**config.mk**
```make
export PLATFORM = sky130hd
export DESIGN_NAME = rv_lsu_flat
export DESIGN_NICKNAME = d
export VERILOG_FILES = /design/src/rtl/rv_lsu_pkg.sv /design/src/rtl/rv_lsu_if.sv /design/src/rtl/rv_lsu_align.sv /design/src/rtl/rv_lsu.sv /design/src/flat_wrapper.sv
export SDC_FILE = /design/constraint.sdc
export NUM_CORES = 1
export LEC_CHECK = 0
export BUFFER_PORTS_ARGS = -buffer_cell sky130_fd_sc_hd__buf_2
export CAP_MARGIN = 20
export CORE_MARGIN = 5
export CORE_UTILIZATION = 36
export DETAILED_ROUTE_END_ITERATION = 10
export PLACE_DENSITY_LB_ADDON = 0.2
export SYNTH_ARGS = -nofsm -noshare
export SYNTH_HDL_FRONTEND = slang
export SYNTH_HIERARCHICAL = 1
export SYNTH_SLANG_ARGS = --single-unit
```
**constraint.sdc**
```tcl
create_clock -name clk -period 2.8 [get_ports clk]
set_input_delay 0.56 -clock clk [delete_from_list [all_inputs] [get_ports clk]]
set_output_delay 0.56 -clock clk [all_outputs]
set_load 0.03 [all_outputs]
```
**src/rtl/rv_lsu_pkg.sv**
```systemverilog
// Shared types and decode helpers for the rv_lsu load/store unit.
package rv_lsu_pkg;

    typedef enum logic [1:0] {
        ST_IDLE,
        ST_SPLIT,
        ST_RESP
    } state_t;

    localparam logic [2:0] F3_B  = 3'b000;
    localparam logic [2:0] F3_H  = 3'b001;
    localparam logic [2:0] F3_W  = 3'b010;
    localparam logic [2:0] F3_BU = 3'b100;
    localparam logic [2:0] F3_HU = 3'b101;

    typedef struct packed {
        logic       legal;
        logic [1:0] size_log2;
        logic       is_unsigned;
    } size_dec_t;

    // Unsigned variants exist only for loads; everything else is illegal.
    function automatic size_dec_t decode_size(input logic we, input logic [2:0] funct3);
        size_dec_t d;
        d.size_log2   = funct3[1:0];
        d.is_unsigned = funct3[2];
        case (funct3)
            F3_B, F3_H, F3_W: d.legal = 1'b1;
            F3_BU, F3_HU:     d.legal = ~we;
            default:          d.legal = 1'b0;
        endcase
        return d;
    endfunction

endpackage

```
**src/rtl/rv_lsu_if.sv**
```systemverilog
// Request/response handshake between the execute stage (master) and the LSU (slave).
interface rv_lsu_if;

    logic        req_valid;
    logic        req_ready;
    logic        req_we;
    logic [2:0]  req_funct3;
    logic [31:0] req_addr;
    logic [31:0] req_wdata;
    logic        rsp_valid;
    logic [31:0] rsp_rdata;
    logic        rsp_err;

    modport master (
        output req_valid, req_we, req_funct3, req_addr, req_wdata,
        input  req_ready, rsp_valid, rsp_rdata, rsp_err
    );

    modport slave (
        input  req_valid, req_we, req_funct3, req_addr, req_wdata,
        output req_ready, rsp_valid, rsp_rdata, rsp_err
    );

endinterface

```
**src/rtl/rv_lsu_align.sv**
```systemverilog
// Combinational lane arithmetic: byte-lane mask, store data shift, load merge and extension.
module rv_lsu_align (
    input  logic [1:0]  size_log2,
    input  logic [1:0]  offset,
    input  logic        is_unsigned,
    input  logic [31:0] wdata,
    input  logic [31:0] beat0_data,
    input  logic [31:0] beat1_data,
    output logic [7:0]  lane_mask,
    output logic [63:0] wdata_lanes,
    output logic [31:0] load_data
);

    logic [7:0]  base_mask;
    logic [4:0]  shamt;
    logic [31:0] merged;

    always_comb begin
        case (size_log2)
            2'd0:    base_mask = 8'h01;
            2'd1:    base_mask = 8'h03;
            default: base_mask = 8'h0F;
        endcase
        shamt       = {offset, 3'b000};
        lane_mask   = base_mask << offset;
        wdata_lanes = {32'h0, wdata} << shamt;
        merged      = 32'({beat1_data, beat0_data} >> shamt);
        case (size_log2)
            2'd0:    load_data = {{24{~is_unsigned & merged[7]}}, merged[7:0]};
            2'd1:    load_data = {{16{~is_unsigned & merged[15]}}, merged[15:0]};
            default: load_data = merged;
        endcase
    end

endmodule

```
**src/rtl/rv_lsu.sv**
```systemverilog
// RV32I load/store unit: drives the byte-enabled data memory, splitting word-crossing accesses.
module rv_lsu
    import rv_lsu_pkg::*;
#(
    parameter int unsigned ALLOW_MISALIGNED = 1
) (
    input  logic        clk,
    input  logic        rst,
    rv_lsu_if.slave     bus,
    output logic [31:0] mem_addr,
    output logic        mem_wr_en,
    output logic [31:0] mem_wr_data,
    output logic [3:0]  mem_byte_en,
    input  logic [31:0] mem_rd_data
);

    state_t      state, state_next;
    size_dec_t   dec;
    logic        ready;
    logic        accept;
    logic        misaligned;
    logic        req_err;
    logic        has_beat1;

    logic        l_we;
    logic [1:0]  l_size;
    logic        l_unsigned;
    logic [1:0]  l_offset;
    logic [29:0] l_word;
    logic [31:0] l_wdata;
    logic        l_err;
    logic        l_split;
    logic [31:0] hold;

    logic        in_idle;
    logic [1:0]  al_size;
    logic [1:0]  al_offset;
    logic        al_unsigned;
    logic [31:0] al_wdata;
    logic [31:0] al_beat0;
    logic [31:0] al_beat1;
    logic [7:0]  lane_mask;
    logic [63:0] wdata_lanes;
    logic [31:0] load_data;

    assign dec        = decode_size(bus.req_we, bus.req_funct3);
    assign ready      = (state == ST_IDLE) && !rst;
    assign accept     = bus.req_valid && ready;
    assign misaligned = (dec.size_log2 == 2'd1 && bus.req_addr[0]) ||
                        (dec.size_log2 == 2'd2 && bus.req_addr[1:0] != 2'b00);
    assign req_err    = !dec.legal || (ALLOW_MISALIGNED == 0 && misaligned);
    assign has_beat1  = |lane_mask[7:4];

    // One aligner serves both phases: live request fields in IDLE, latched fields afterwards.
    assign in_idle     = (state == ST_IDLE);
    assign al_size     = in_idle ? dec.size_log2     : l_size;
    assign al_offset   = in_idle ? bus.req_addr[1:0] : l_offset;
    assign al_unsigned = in_idle ? dec.is_unsigned   : l_unsigned;
    assign al_wdata    = in_idle ? bus.req_wdata     : l_wdata;
    assign al_beat0    = l_split ? hold        : mem_rd_data;
    assign al_beat1    = l_split ? mem_rd_data : 32'h0;

    rv_lsu_align u_align (
        .size_log2   (al_size),
        .offset      (al_offset),
        .is_unsigned (al_unsigned),
        .wdata       (al_wdata),
        .beat0_data  (al_beat0),
        .beat1_data  (al_beat1),
        .lane_mask   (lane_mask),
        .wdata_lanes (wdata_lanes),
        .load_data   (load_data)
    );

    always_ff @(posedge clk) begin
        if (rst) state <= ST_IDLE;
        else     state <= state_next;
    end

    always_comb begin
        state_next = state;
        case (state)
            ST_IDLE: begin
                if (accept) state_next = (req_err || !has_beat1) ? ST_RESP : ST_SPLIT;
            end
            ST_SPLIT: state_next = ST_RESP;
            ST_RESP:  state_next = ST_IDLE;
            default:  state_next = ST_IDLE;
        endcase
    end

    always_comb begin
        bus.req_ready = 1'b0;
        bus.rsp_valid = 1'b0;
        bus.rsp_err   = 1'b0;
        bus.rsp_rdata = 32'h0;
        mem_addr      = 32'h0;
        mem_wr_en     = 1'b0;
        mem_wr_data   = 32'h0;
        mem_byte_en   = 4'h0;
        if (!rst) begin
            case (state)
                ST_IDLE: begin
                    bus.req_ready = 1'b1;
                    if (bus.req_valid && !req_err) begin
                        mem_addr    = {2'b00, bus.req_addr[31:2]};
                        mem_byte_en = lane_mask[3:0];
                        mem_wr_en   = bus.req_we;
                        mem_wr_data = bus.req_we ? wdata_lanes[31:0] : 32'h0;
                    end
                end
                ST_SPLIT: begin
                    mem_addr    = {2'b00, l_word + 30'd1};
                    mem_byte_en = lane_mask[7:4];
                    mem_wr_en   = l_we;
                    mem_wr_data = l_we ? wdata_lanes[63:32] : 32'h0;
                end
                ST_RESP: begin
                    bus.rsp_valid = 1'b1;
                    bus.rsp_err   = l_err;
                    bus.rsp_rdata = (l_we || l_err) ? 32'h0 : load_data;
                end
                default: ;
            endcase
        end
    end

    always_ff @(posedge clk) begin
        if (rst) begin
            l_we       <= 1'b0;
            l_size     <= '0;
            l_unsigned <= 1'b0;
            l_offset   <= '0;
            l_word     <= '0;
            l_wdata    <= '0;
            l_err      <= 1'b0;
            l_split    <= 1'b0;
        end else if (accept) begin
            l_we       <= bus.req_we;
            l_size     <= dec.size_log2;
            l_unsigned <= dec.is_unsigned;
            l_offset   <= bus.req_addr[1:0];
            l_word     <= bus.req_addr[31:2];
            l_wdata    <= bus.req_wdata;
            l_err      <= req_err;
            l_split    <= !req_err && has_beat1;
        end
    end

    always_ff @(posedge clk) begin
        if (rst)                    hold <= '0;
        else if (state == ST_SPLIT) hold <= mem_rd_data;
    end

endmodule
```
**src/flat_wrapper.sv**
```systemverilog
// flat-port wrapper written by rule: the top's interface ports become plain ports
module rv_lsu_flat import rv_lsu_pkg::*;
#(
    parameter int unsigned ALLOW_MISALIGNED = 1
)
  (clk, rst, mem_addr, mem_wr_en, mem_wr_data, mem_byte_en, mem_rd_data, bus_req_valid, bus_req_we, bus_req_funct3, bus_req_addr, bus_req_wdata, bus_req_ready, bus_rsp_valid, bus_rsp_rdata, bus_rsp_err);
  rv_lsu_if bus_i ();
  input  logic clk;
  input  logic rst;
  output logic [31:0] mem_addr;
  output logic mem_wr_en;
  output logic [31:0] mem_wr_data;
  output logic [3:0] mem_byte_en;
  input  logic [31:0] mem_rd_data;
  input wire logic [$bits(bus_i.req_valid)-1:0] bus_req_valid;
  input wire logic [$bits(bus_i.req_we)-1:0] bus_req_we;
  input wire logic [$bits(bus_i.req_funct3)-1:0] bus_req_funct3;
  input wire logic [$bits(bus_i.req_addr)-1:0] bus_req_addr;
  input wire logic [$bits(bus_i.req_wdata)-1:0] bus_req_wdata;
  output wire logic [$bits(bus_i.req_ready)-1:0] bus_req_ready;
  output wire logic [$bits(bus_i.rsp_valid)-1:0] bus_rsp_valid;
  output wire logic [$bits(bus_i.rsp_rdata)-1:0] bus_rsp_rdata;
  output wire logic [$bits(bus_i.rsp_err)-1:0] bus_rsp_err;
  assign bus_i.req_valid = bus_req_valid;
  assign bus_i.req_we = bus_req_we;
  assign bus_i.req_funct3 = bus_req_funct3;
  assign bus_i.req_addr = bus_req_addr;
  assign bus_i.req_wdata = bus_req_wdata;
  assign bus_req_ready = bus_i.req_ready;
  assign bus_rsp_valid = bus_i.rsp_valid;
  assign bus_rsp_rdata = bus_i.rsp_rdata;
  assign bus_rsp_err = bus_i.rsp_err;
  rv_lsu #(.ALLOW_MISALIGNED(ALLOW_MISALIGNED)) u_core (.clk(clk), .rst(rst), .bus(bus_i), .mem_addr(mem_addr), .mem_wr_en(mem_wr_en), .mem_wr_data(mem_wr_data), .mem_byte_en(mem_byte_en), .mem_rd_data(mem_rd_data));
endmodule
```
After elaboration in Yosys (flattened, before gate mapping)
Index checks and enable logic that the tools add are counted.
{"block": "word_totals", "ff_bits": 104, "elab_cells": 76}
{"block": "classes", "addsub": 1, "eq_ne": 8, "shift": 3, "mux": 35, "n_bitwise": 4, "reduce_logical": 15}
{"operator": "32-bit two-way mux", "n": 11}
{"operator": "32-bit one-hot mux with 2 select lines", "n": 3}
{"operator": "32-bit by 5-bit << shifter with 64-bit output", "n": 1}
{"operator": "64-bit by 5-bit right shift with 32-bit output", "n": 1}
{"operator": "30-bit by 1-bit adder with 30-bit output, second input constant", "n": 1}
{"operator": "30-bit two-way mux", "n": 1}
{"operator": "4-bit one-hot mux with 2 select lines", "n": 2}
{"operator": "1-bit two-way mux", "n": 9}
{"operator": "2-bit two-way mux", "n": 4}
{"operator": "4-bit two-way mux", "n": 2}
{"operator": "4-bit by 2-bit << shifter with 8-bit output", "n": 1}
{"operator": "3-bit == test, second input constant", "n": 2}
{"operator": "2-bit by 1-bit == test with 1-bit output, second input constant", "n": 2}
{"operator": "1-bit logical AND", "n": 4}
{"operator": "2-bit logical NOT", "n": 2}
{"operator": "1-bit one-hot mux with 2 select lines", "n": 2}
{"operator": "2-bit one-hot mux with 2 select lines", "n": 1}
{"operator": "4-bit OR reduction", "n": 1}
{"operator": "3-bit by 1-bit == test with 1-bit output, second input constant", "n": 1}
{"operator": "3-bit by 2-bit == test with 1-bit output, second input constant", "n": 1}
{"operator": "1-bit logical NOT", "n": 3}
{"operator": "3-bit logical NOT", "n": 1}
{"operator": "3-bit OR reduction", "n": 1}
{"operator": "1-bit AND", "n": 2}
{"operator": "5 further kinds", "n": 7}

Logic depth before layout (Yosys ltp)
{"block": "logic_depth", "word_depth": 11, "depth_mapped": 12, "depth_no_buf": 8}

Modules after synthesis
Netlist, hierarchy kept.
{"mod": "rv_lsu", "instances": 1, "cells_each": 849, "area_per_inst_um2": 6283.5}
{"mod": "rv_lsu_align", "instances": 1, "cells_each": 242, "area_per_inst_um2": 2038.2}

Least setup slack after synthesis
Ideal clock, no wire load.
{"block": "synth_path", "path_kind": "register to output", "start": "register u_core.state[0]", "end": "output mem_wr_data[2]", "arrival_time_ns": 2.574, "setup_slack_ns": -0.334, "stages_incl_launch_ff": 11, "path_cell_list": "dfxtp_1 -> nor2_1 -> clkbuf_1 -> mux2_2 -> buf_4 -> buf_2 -> buf_2 -> nor2_1 -> and2_1 -> a22oi_1 -> nor2_1"}
{"block": "synth_between", "elab_chain_cells": 7, "word_cells_on_any_way": 10, "classes_between": "eq/ne: 1; shift: 1; mux: 7; reduce/logical: 1"}
{"item": "start, declared", "line": "rv_lsu.sv:17", "text": "state_t state, state_next;"}
{"item": "start signal, assigned", "line": "rv_lsu.sv:77", "text": "else state <= state_next;"}
{"item": "2-bit logical NOT", "line": "rv_lsu.sv:55", "text": "assign in_idle = (state == ST_IDLE);"}
{"item": "2-bit two-way mux", "line": "rv_lsu.sv:57", "text": "assign al_offset = in_idle ? bus.req_addr[1:0] : l_offset;"}
{"item": "named net u_core.al_offset[0]", "line": "rv_lsu.sv:37", "text": "logic [1:0] al_offset;"}
{"item": "32-bit by 5-bit << shifter with 64-bit output", "line": "rv_lsu_align.sv:26", "text": "wdata_lanes = {32'h0, wdata} << shamt;"}
{"item": "named net u_core.wdata_lanes[2]", "line": "rv_lsu.sv:43", "text": "logic [63:0] wdata_lanes;"}
{"item": "32-bit two-way mux", "line": "rv_lsu.sv:109", "text": "mem_wr_data = bus.req_we ? wdata_lanes[31:0] : 32'h0;"}
{"item": "32-bit two-way mux", "line": "rv_lsu.sv:105", "text": "if (bus.req_valid && !req_err) begin"}
{"item": "32-bit one-hot mux with 2 select lines", "line": "rv_lsu.sv:102", "text": "case (state)"}
{"item": "32-bit two-way mux", "line": "rv_lsu.sv:101", "text": "if (!rst) begin"}
{"item": "end, declared", "line": "flat_wrapper.sv:12", "text": "output logic [31:0] mem_wr_data;"}
The timed path passes the listed nets, and every way through them passes these cells.

Worst setup path in the final report
{"block": "layout_path", "start": "register u_core.state[0]", "end": "output mem_wr_data[25]"}
The elaborated chain is that of the path after synthesis.

==> impl_metrics.tcl <==
set metrics [dict create \
    cp_top_family "buffers and inverters" \
    placed_area_mm2 0.00998 \
    dieArea_mm2 0.0261 \
    maxSlewHeadroom_pct 47.6 \
    path_cells "nor2_4, buf_12, mux2_4, buf_6, mux2i_2, a21oi_1, a22oi_1, buf_4, nor2_2, buf_6" \
    finalWeightedCongestion 0.845 \
    clockBufferDepth 2 \
    drive_gt1_share_pct 44.3 \
    h-tree-depth 3 \
    clk_pin_slew_ns 0.08 \
    via_per_inst 5.30 \
    grt_setup_unrepaired "yes" \
    final_cells 1596 \
    cts_tree "done" \
    cp_num_buf_inv 4 \
    drt_drc_violations_left 0 \
    die_w_um 162 \
    rows 55 \
    finalHoldViolations 0 \
    antenna_found_initial 3 \
    cts_inserted_buffers 9 \
    p_seq_share_pct 33.4 \
    core-area_mm2 0.0226 \
    period_needed_ns 3.10 \
    syn_avg_cell_area_um2 7.64 \
    max_slew.worst_pin.slew_ns 0.786 \
    boundaryPins 207 \
    grt.overflow.total 0 \
    wl_per_cell_um 17.4 \
    outcome "complete, but fails checks" \
    leakagePower_nw 4.75 \
    ant_nets 0 \
    combPwrFrac_pct 38.1 \
    die_h_um 162 \
    grt_pass1_vias 7896 \
    cts_sinks 104 \
    crit_arrival_ns 2.54 \
    ir_worst_vdd_mv 0.241 \
    switchingPower_mw 1.69 \
    crit_required_ns 2.24 \
    crit_top_cell "buf_6" \
    layout.nets 1408 \
    power_mw 5.00 \
    mostFrequentLayoutCell "nand2_1" \
    min_period_over_period_pct 111 \
    layout_common_cells "nand2_1 (249), buf_2 (140), dfxtp_1 (100)" \
    critPathKind "reg2out" \
    syn_area_mm2 0.00827 \
    max-cap-violations 0 \
    grt_pass1_wl_mm 42.1 \
    clk_latency_ns 0.36 \
    max_clock_freq_mhz 323 \
    fin_worst_skew_ns 0.00909 \
    dp_hpwl_mm 19.6 \
    final_util_pct 51.2 \
    wl_mm 27.7 \
    fin_area_mm2 0.0116 \
    finalSetupViolCount 63 \
    area_delta_synth_final_pct 40.2 \
    clkPwrFrac_pct 28.5 \
    grt_use_total_pct 19.7 \
    dr.pass1.iters 4 \
    slowest_stage "mux2_4" \
    yosysWarnings 6 \
    grt_start_max_net_pins 68 \
    synth_cells 1083 \
    start_util_pct 36.5 \
    crit_path_start_kind "register" \
    clockRootBuffer "clkbuf_16" \
    fin_setup_tns_ns -10.82 \
    hold_path.class "in2reg" \
    path_max_fanout 9 \
    n_fill_cell 2158 \
    vias 8456 \
    drtIter0Drc 534 \
    setup_slack_ns -0.297 \
    io_buffer_count 204 \
    power-per-cell-area_mw_per_mm2 431 \
    drv_slew 0 \
    p_sw_share_pct 33.7 \
    cp-end-kind "output port" \
    violations "negative setup slack" \
    numPlacedInstances 1545 \
    critPathMaxStageDelay_ns 0.40 \
    internal-power_mw 3.31 \
]
## power groups by stage
stage | logic, mW | clock network (mW) | registers, mW
after global placement | 1.56 | 0 | 1.69
after global routing | 2.05 | 1.52 | 1.68
after CTS | 1.67 | 1.47 | 1.66
final | 1.91 | 1.43 | 1.67
after floorplan | 1.08 | 0 | 1.68
after detailed placement | 1.57 | 0 | 1.70
## flip-flops by register name, summed over array words and instances, names as in the netlist
| name | cells |
|---|---|
| u_core/hold | 32 |
| u_core/l_wdata | 32 |
| u_core/l_word | 30 |
| u_core/l_offset | 2 |
| u_core/l_size | 2 |
| u_core/state | 2 |
| u_core/l_err | 1 |
| u_core/l_split | 1 |
| u_core/l_unsigned | 1 |
| u_core/l_we | 1 |
## metal layers
metal | part of all wire, % | vias up | GRT usage (%) | wire (um)
li1 | - | 4163 | - | -
met1 | 47 | 4020 | 28.2 | 13000
met2 | 46 | 234 | 31.1 | 12700
met3 | 5.6 | 35 | 3.39 | 1550
met4 | 1.7 | 4 | 4.89 | 479
met5 | 0.090 | - | 0 | 25
## worst reg2reg max path: cells and delay by family (launching register included)
family	cells	cell delay [ns]
AND/OR/NAND/NOR	5	0.93
buffers and inverters	4	0.53
flip-flops	1	0.34
multiplexers	1	0.35
AO/OA/AOI/OAI	2	0.37
## worst paths after layout
kind                        endpoint  slack, ns              start  cells after the start
setup / recovery     mem_wr_data[25]      -0.30    u_core/state[0]                     10
hold / removal    u_core/l_wdata[19]       0.41  bus_req_wdata[19]                      3
setup reg to reg      u_core/l_split       0.18    u_core/state[0]                     12
hold reg to reg    u_core/l_wdata[3]       0.45  u_core/l_wdata[3]                      2
## metrics by stage
step / setup WS [ns] / hold slack (ns)
final: -0.297 / 0.407
after global routing: -0.385 / 0.419
after CTS: -0.306 / 0.398
after detailed placement: -0.0900 / 0.443
after global placement: -0.0825 / 0.434
after floorplan: -0.0000731 / 0.426
## timing repair
action                     4_1_cts  5_1_grt
pin swaps                       14       34
setup buffers                    7       23
gates resized for setup        161      156
setup endpoints to repair       69       86
cloned                           0        3
hold buffers                     0        0
## cell type report
cell class	instances	area (um2)	area share, %
well taps	285	357	3.07
flip-flops and latches	104	2090	18.0
repair buffers	308	2560	22.1
multi-input cells	876	6240	53.8
clock buffers	9	225	1.94
clock inverters	7	101	0.874
inverters	5	18.8	0.162
diodes	2	5.00	0.0432
No activity file was read; power rests on OpenSTA's default activity.
